==> src/rtl/param_menu_ctrl.sv <==
// -----------------------------------------------------------------------------
// param_menu_ctrl
// Front-end controller for a bank of signed parameter cells:
//   * debounces the next / prev / restore menu keys (active-low, raw)
//   * keeps a one-hot cell selection that wraps at both ends
//   * turns a long restore-key hold into a single restore strobe
//   * streams a preset image into the cells, one cell per clock
// Optional build macro: PARAM_MENU_RESTORE_ALL_EN
//   defined   -> during the restore strobe every cell is selected
//   undefined -> restore only reaches the currently selected cell
// Reset is synchronous and active-low (resetn). All outputs are registered.
// -----------------------------------------------------------------------------
module param_menu_ctrl #(
  parameter int CLK_FREQ        = 50_000_000,
  parameter int NUM_PARAMS      = 8,
  parameter int PARAM_WIDTH     = 8,
  parameter int DEBOUNCE_MS     = 20,
  parameter int RESTORE_HOLD_MS = 1000
) (
  input  logic                              clk,
  input  logic                              resetn,
  input  logic                              clk_ms,
  input  logic                              akey_next,
  input  logic                              akey_prev,
  input  logic                              akey_restore,
  input  logic                              preset_req,
  input  logic [NUM_PARAMS*PARAM_WIDTH-1:0] preset_data,
  output logic [NUM_PARAMS-1:0]             selected,
  output logic [$clog2(NUM_PARAMS)-1:0]     sel_index,
  output logic                              restore,
  output logic [NUM_PARAMS-1:0]             load_valid,
  output logic [PARAM_WIDTH-1:0]            load_data,
  output logic                              busy,
  output logic                              load_done
);

  localparam int IW        = $clog2(NUM_PARAMS);
  localparam int DW        = $clog2(DEBOUNCE_MS + 1);
  localparam int HW        = $clog2(RESTORE_HOLD_MS + 1);
  localparam int K_NEXT    = 0;
  localparam int K_PREV    = 1;
  localparam int K_RESTORE = 2;

  localparam logic [IW-1:0] LAST_IDX  = IW'(NUM_PARAMS - 1);
  localparam logic [DW-1:0] DB_LAST   = DW'(DEBOUNCE_MS - 1);
  localparam logic [HW-1:0] HOLD_LAST = HW'(RESTORE_HOLD_MS - 1);

  // CLK_FREQ is informational only; all timing is derived from clk_ms.
  if (CLK_FREQ <= 0) begin : g_clk_freq_invalid
  end

  typedef enum logic [1:0] {
    S_IDLE = 2'd0,
    S_LOAD = 2'd1,
    S_DONE = 2'd2
  } state_e;

  // One-hot decode of a cell index.
  function automatic logic [NUM_PARAMS-1:0] onehot(input logic [IW-1:0] idx);
    return {{(NUM_PARAMS-1){1'b0}}, 1'b1} << idx;
  endfunction

  // Synchronizers and debounce state ([0]=next, [1]=prev, [2]=restore).
  logic [2:0]          ms_sync_q;   // [0] first FF, [1] second FF, [2] previous sample
  logic                tick_s;
  logic [2:0]          key_meta_q;
  logic [2:0]          key_sync_q;
  logic [2:0]          key_acc_q, key_acc_d;
  logic [2:0][DW-1:0]  db_cnt_q, db_cnt_d;
  logic [2:0]          key_press_s;

  // Restore hold tracking.
  logic [HW-1:0]       hold_q, hold_d;
  logic                fired_q, fired_d;
  logic                fire_s;

  // Selection and load sequencer.
  logic [IW-1:0]                     sel_q, sel_d;
  state_e                            state_q, state_d;
  logic [IW-1:0]                     idx_q, idx_d;
  logic [NUM_PARAMS*PARAM_WIDTH-1:0] shadow_q, shadow_d;
  logic                              busy_q, busy_d;
  logic [NUM_PARAMS-1:0]             lv_q, lv_d;
  logic [PARAM_WIDTH-1:0]            ld_q, ld_d;
  logic                              done_q, done_d;
  logic                              restore_q, restore_d;
  logic [NUM_PARAMS-1:0]             selected_q, selected_d;

  // Rising edge of the synchronized ms square wave.
  assign tick_s = ms_sync_q[1] & ~ms_sync_q[2];

  // Per-key debounce: count ticks of disagreement, accept after DEBOUNCE_MS.
  always_comb begin
    key_acc_d   = key_acc_q;
    db_cnt_d    = db_cnt_q;
    key_press_s = 3'b000;
    for (int k = 0; k < 3; k++) begin
      if (key_sync_q[k] == key_acc_q[k]) begin
        db_cnt_d[k] = '0;
      end else if (tick_s) begin
        if (db_cnt_q[k] == DB_LAST) begin
          key_acc_d[k]   = key_sync_q[k];
          db_cnt_d[k]    = '0;
          key_press_s[k] = ~key_sync_q[k];
        end else begin
          db_cnt_d[k] = db_cnt_q[k] + DW'(1);
        end
      end else begin
        db_cnt_d[k] = db_cnt_q[k];
      end
    end
  end

  // Restore hold timer: fires once per press, re-armed by the next press.
  always_comb begin
    hold_d  = hold_q;
    fired_d = fired_q;
    fire_s  = 1'b0;
    if (key_acc_q[K_RESTORE]) begin
      hold_d = '0;
      if (key_press_s[K_RESTORE]) begin
        fired_d = 1'b0;
      end else begin
        fired_d = fired_q;
      end
    end else if (tick_s && !fired_q) begin
      if (hold_q == HOLD_LAST) begin
        fire_s  = 1'b1;
        fired_d = 1'b1;
      end else begin
        hold_d = hold_q + HW'(1);
      end
    end else begin
      hold_d = hold_q;
    end
  end

  // Selection index: wrap by explicit compare; ignore keys while loading.
  always_comb begin
    sel_d = sel_q;
    case ({busy_q, key_press_s[K_NEXT], key_press_s[K_PREV]})
      3'b010:  sel_d = (sel_q == LAST_IDX) ? '0 : sel_q + IW'(1);
      3'b001:  sel_d = (sel_q == '0) ? LAST_IDX : sel_q - IW'(1);
      default: sel_d = sel_q;
    endcase
  end

  // Preset load sequencer: next-state and load outputs.
  always_comb begin
    state_d  = state_q;
    idx_d    = idx_q;
    shadow_d = shadow_q;
    busy_d   = busy_q;
    lv_d     = '0;
    ld_d     = ld_q;
    done_d   = 1'b0;
    case (state_q)
      S_IDLE: begin
        if (preset_req) begin
          shadow_d = preset_data;
          busy_d   = 1'b1;
          idx_d    = '0;
          state_d  = S_LOAD;
        end else begin
          busy_d = 1'b0;
        end
      end
      S_LOAD: begin
        lv_d = onehot(idx_q);
        ld_d = shadow_q[int'(idx_q)*PARAM_WIDTH +: PARAM_WIDTH];
        if (idx_q == LAST_IDX) begin
          state_d = S_DONE;
        end else begin
          idx_d = idx_q + IW'(1);
        end
      end
      S_DONE: begin
        busy_d  = 1'b0;
        done_d  = 1'b1;
        state_d = S_IDLE;
      end
      default: begin
        busy_d  = 1'b0;
        state_d = S_IDLE;
      end
    endcase
  end

  // Restore strobe and cell select vector (blanked while loading).
  always_comb begin
    restore_d = fire_s & ~busy_q;
    if (busy_d) begin
      selected_d = '0;
    end else begin
`ifdef PARAM_MENU_RESTORE_ALL_EN
      if (restore_d) begin
        selected_d = '1;
      end else begin
        selected_d = onehot(sel_d);
      end
`else
      selected_d = onehot(sel_d);
`endif
    end
  end

  // State registers with synchronous active-low reset.
  always_ff @(posedge clk) begin
    if (!resetn) begin
      ms_sync_q  <= 3'b000;
      key_meta_q <= 3'b111;
      key_sync_q <= 3'b111;
      key_acc_q  <= 3'b111;
      db_cnt_q   <= '0;
      hold_q     <= '0;
      fired_q    <= 1'b0;
      sel_q      <= '0;
      state_q    <= S_IDLE;
      idx_q      <= '0;
      shadow_q   <= '0;
      busy_q     <= 1'b0;
      lv_q       <= '0;
      ld_q       <= '0;
      done_q     <= 1'b0;
      restore_q  <= 1'b0;
      selected_q <= {{(NUM_PARAMS-1){1'b0}}, 1'b1};
    end else begin
      ms_sync_q  <= {ms_sync_q[1], ms_sync_q[0], clk_ms};
      key_meta_q <= {akey_restore, akey_prev, akey_next};
      key_sync_q <= key_meta_q;
      key_acc_q  <= key_acc_d;
      db_cnt_q   <= db_cnt_d;
      hold_q     <= hold_d;
      fired_q    <= fired_d;
      sel_q      <= sel_d;
      state_q    <= state_d;
      idx_q      <= idx_d;
      shadow_q   <= shadow_d;
      busy_q     <= busy_d;
      lv_q       <= lv_d;
      ld_q       <= ld_d;
      done_q     <= done_d;
      restore_q  <= restore_d;
      selected_q <= selected_d;
    end
  end

  assign selected   = selected_q;
  assign sel_index  = sel_q;
  assign restore    = restore_q;
  assign load_valid = lv_q;
  assign load_data  = ld_q;
  assign busy       = busy_q;
  assign load_done  = done_q;

endmodule

==> config.mk <==
export PLATFORM = sky130hd
export DESIGN_NAME = param_menu_ctrl
export DESIGN_NICKNAME = d
export VERILOG_FILES = /design/src/rtl/param_menu_ctrl.sv
export SDC_FILE = /design/constraint.sdc
export NUM_CORES = 1
export LEC_CHECK = 0
export CAP_MARGIN = 20
export CORE_ASPECT_RATIO = 0.9
export CORE_MARGIN = 4
export CORE_UTILIZATION = 45
export CTS_BUF_LIST = sky130_fd_sc_hd__clkbuf_2
export DETAILED_ROUTE_END_ITERATION = 8
export GPL_TIMING_DRIVEN = 0
export PLACE_DENSITY = 0.73
export SLEW_MARGIN = 5
export SYNTH_ARGS = -nofsm -noshare
export SYNTH_HDL_FRONTEND = slang
export SYNTH_SLANG_ARGS = --single-unit
==> constraint.sdc <==
create_clock -name clk -period 5.5 [get_ports clk]
set_input_delay 1.1 -clock clk [delete_from_list [all_inputs] [get_ports clk]]
set_output_delay 1.1 -clock clk [all_outputs]
set_load 0.005 [all_outputs]
==> flow_summary.toml <==
[floorplanning]
die-width_um = 126.0
floorplan.initialDensity_pct = 46.30
fp.coreArea_sq_um = 12170
die-height_um = 114.2
fp.dieArea_sq_um = 14380
rows = 38
top_level_ports = 101

[global_route]
grt_start_max_net_pins = 17
grtUsageMet2_pct = 34.35
grt_pass1_vias = 4895
globalRouteOverflowTotal = 0
grt_met3_use_pct = 5.877
grt-busiest-layer = "met2"
met1_usage_pct = 24.23
initial_antenna_violation_count = 0
grt_pass1_wl_um = 22980
grt_usage_pct = 19.88

[timing]
finalWorstPathRequiredPeriod_ns = 2.821
fin_ws_ns = 2.679
fin_worst_skew_ns = 0.03874
slew_violations = 0
fmax_mhz = 354.5
normalized_max_slew_margin_pct = 55.75
fin_tns_setup_ns = 0
timing.final.setup_violations = 0
layout_worst_path_cycle_share_pct = 51.29
report.final.hold_viol_count = 0
unrepaired_setup_endpoints_after_global_routing = "false"
max_slew.worst_pin.slew_ns = 0.6637

[cells_and_area]
n_antenna_cell = 0
fin_util_pct = 57.93
flow.area_growth_from_synthesis_pct = 25.11
finalNetCount = 827
layout_cell_share_with_drive_strength_beyond_1_pct = 8.079
post_layout_cell_count = 915
fill_cells = 1120

[place]
post-place-ws_ns = 2.542
io_buffer_count = 99
place_hpwl_um = 10450
dp.cells = 884
gp_congestion = 0.7996

[synth]
synth_cells = 625
netlist_area_sq_um = 5635
warnings_synthesis = 0
library_cell_with_the_largest_summed_area_after_synthesis = "sky130_fd_sc_hd__dfxtp_1"
yosysSeqAreaShare_pct = 48.67
synth_area_per_cell_sq_um = 9.017
ys_ff_latch = 137
synth_area_leaders = "sky130_fd_sc_hd__dfxtp_1 (49%), sky130_fd_sc_hd__nand2_1 (10%), sky130_fd_sc_hd__a21oi_1 (6.4%), sky130_fd_sc_hd__mux4_2 (6.4%), sky130_fd_sc_hd__nor2_1 (3.1%)"
synth-edff-count = 0
ys_types = 47
ys_async_sr_fraction_pct = 0
postSynthNetCount = 709
synth_ff_type = "sky130_fd_sc_hd__dfxtp_1"
share_of_the_synthesized_area_in_the_top_cell_type_pct = 48.67

[critical_path]
rr_worst_depth = 7
crit_path_cell_trace = "clkdlybuf4s50_1"
crit_buf_inv = 1
worstPathMaxFanout = 5
endpoint_kind = "primary output"
timing_worst_setup_path_type = "reg2out"
worstPathArrival_ns = 1.72
path_delay_family = "buffers and inverters"
worst-endpoint-required_ns = 4.40
reg_to_reg_critical_path_startpoint = "db_cnt_q[0]"
slowest_stage_delay_cp_ns = 0.54
critical-path-slowest-cell = "sky130_fd_sc_hd__clkdlybuf4s50_1"
worstSetupStartpointType = "flop"
reg2reg_setup_slack_ns = 3.30
worstReg2RegEnd = "selected[3]"

[route]
drt-vias-per-instance = 5.168
drt-initial-drc-count = 289
drt_pre_antenna_iters = 5
vias = 4729
drt_drc_violations_left = 0
routed_wl_um = 13850
wl_per_cell_um = 15.13
ant_nets = 0

[worst_hold_path]
holdCritStartpoint = "key_meta_q[0]"
min_path_cells = 1
worstHoldPathType = "reg2reg"
hold_path_end = "key_sync_q[0]"

[run_status]
status = "finished clean"

[pwr]
clockPowerShare_pct = 30.9
swShare_pct = 28.45
p_int_uw = 1313
power_uw = 1835
p_seq_share_pct = 57.6
power.static_leakage_uw = 0.002554
vdd_drop_max_uv = 167.0
netSwitchingPower_uw = 522.0
power.density_cell_area_nw_per_um2 = 260.3
pwr-share-comb_pct = 11.5

[clocking]
cts.hold.buffers_added = 0
htreeDepth = 4
clockBufferDepth = 2
tritoncts = "done"
numCtsBuffers = 17
cts_resized = 0
cts_setup_buffers = 0
cts_sinks = 137
insertion_delay_ns = 0.72
clock-root-buffer = "sky130_fd_sc_hd__clkbuf_2"
path_clk_slew_ns = 0.19

[job]
max_cap_viol_count = 0
## flip-flops by register name, indices dropped and copies added (netlist names), 2 cells and up
signal,flops
db_cnt_q,15
hold_q,10
idx_q,3
key_acc_q,3
key_meta_q,3
key_sync_q,3
load_data,8
load_valid,8
ms_sync_q,3
sel_index,3
selected,8
shadow_q,64
state_q,2
## layout by cell type, fill, tap and decap left out, drive strengths merged, types with 6 or more instances in the layout
cell type,instances
inv,16
nor2,46
dfxtp,137
mux2i,15
nor2b,9
clkbuf,47
nor3b,6
ha,13
and2,14
nand3,11
mux4,16
a211oi,9
nand2,152
clkdlybuf4s50,99
buf,6
xor2,16
a21oi,72
o21ai,10
nand2b,6
## through the flow
step                      hold WS, ns  area (sq um)
after floorplan                0.3863          5635
final                          0.4432          7051
after detailed placement       0.3934          6827
after global routing           0.4654          7051
after global placement         0.4012          6827
after CTS                      0.4430          7051
## how the worst max path moves through the flow
stage                             from      endpoint  depth (start not counted)
final                     sel_index[1]  sel_index[1]                          1
after global routing      sel_index[0]  sel_index[0]                          1
after CTS                 sel_index[0]  sel_index[0]                          1
after detailed placement    preset_req  shadow_q[36]                          6
after global placement      preset_req  shadow_q[46]                          6
after floorplan             preset_req   selected[3]                          5
## cell families (layout without fill, tap and decap cells)
family / count (synthesis) / count (layout) / synth area share, %
simple gates: 272 / 272 / 21.89
flops: 137 / 137 / 48.67
compound gates: 105 / 105 / 10.99
buf+inv: 46 / 176 / 3.241
mux: 31 / 31 / 9.059
xor+xnor: 21 / 21 / 3.264
fa+ha+maj: 13 / 13 / 2.886
## synth_stat cells, types with 6 or more instances
cell	number
sky130_fd_sc_hd__ha_1	13
sky130_fd_sc_hd__o21ai_0	10
sky130_fd_sc_hd__nand3_1	10
sky130_fd_sc_hd__and2_1	14
sky130_fd_sc_hd__dfxtp_1	137
sky130_fd_sc_hd__a21oi_1	72
sky130_fd_sc_hd__a211oi_1	9
sky130_fd_sc_hd__mux2i_1	15
sky130_fd_sc_hd__nor3b_1	6
sky130_fd_sc_hd__xor2_1	16
sky130_fd_sc_hd__nand2_1	152
sky130_fd_sc_hd__mux4_2	16
sky130_fd_sc_hd__inv_1	9
sky130_fd_sc_hd__nand2b_1	6
sky130_fd_sc_hd__nor2_1	46
sky130_fd_sc_hd__nor2b_1	9
sky130_fd_sc_hd__clkbuf_1	30
## cell type report
type	instances	area (sq um)	area share, %
buffer	36	145.1	2.059
clock buffer	17	85.08	1.207
clock inverter	14	138.9	1.970
inverter	10	37.54	0.5324
multi-input combinational	442	2710	38.44
sequential	137	2743	38.90
tap	160	200.2	2.839
timing repair buffer	99	991.0	14.06
## power groups by stage
stage,registers (uW),logic (uW),clock network (uW)
after global placement,1070,208,0
after CTS,1060,213,578
after global routing,1060,235,620
after floorplan,1070,114,0
final,1060,212,567
after detailed placement,1080,213,0
## metal layers
layer | share of wire, % | vias to the layer above
li1 | - | 2359
met1 | 44 | 2219
met2 | 49 | 136
met3 | 6.0 | 15
met4 | 1.1 | 0
met5 | 0 | -
No activity file was read; power rests on OpenSTA's default activity.
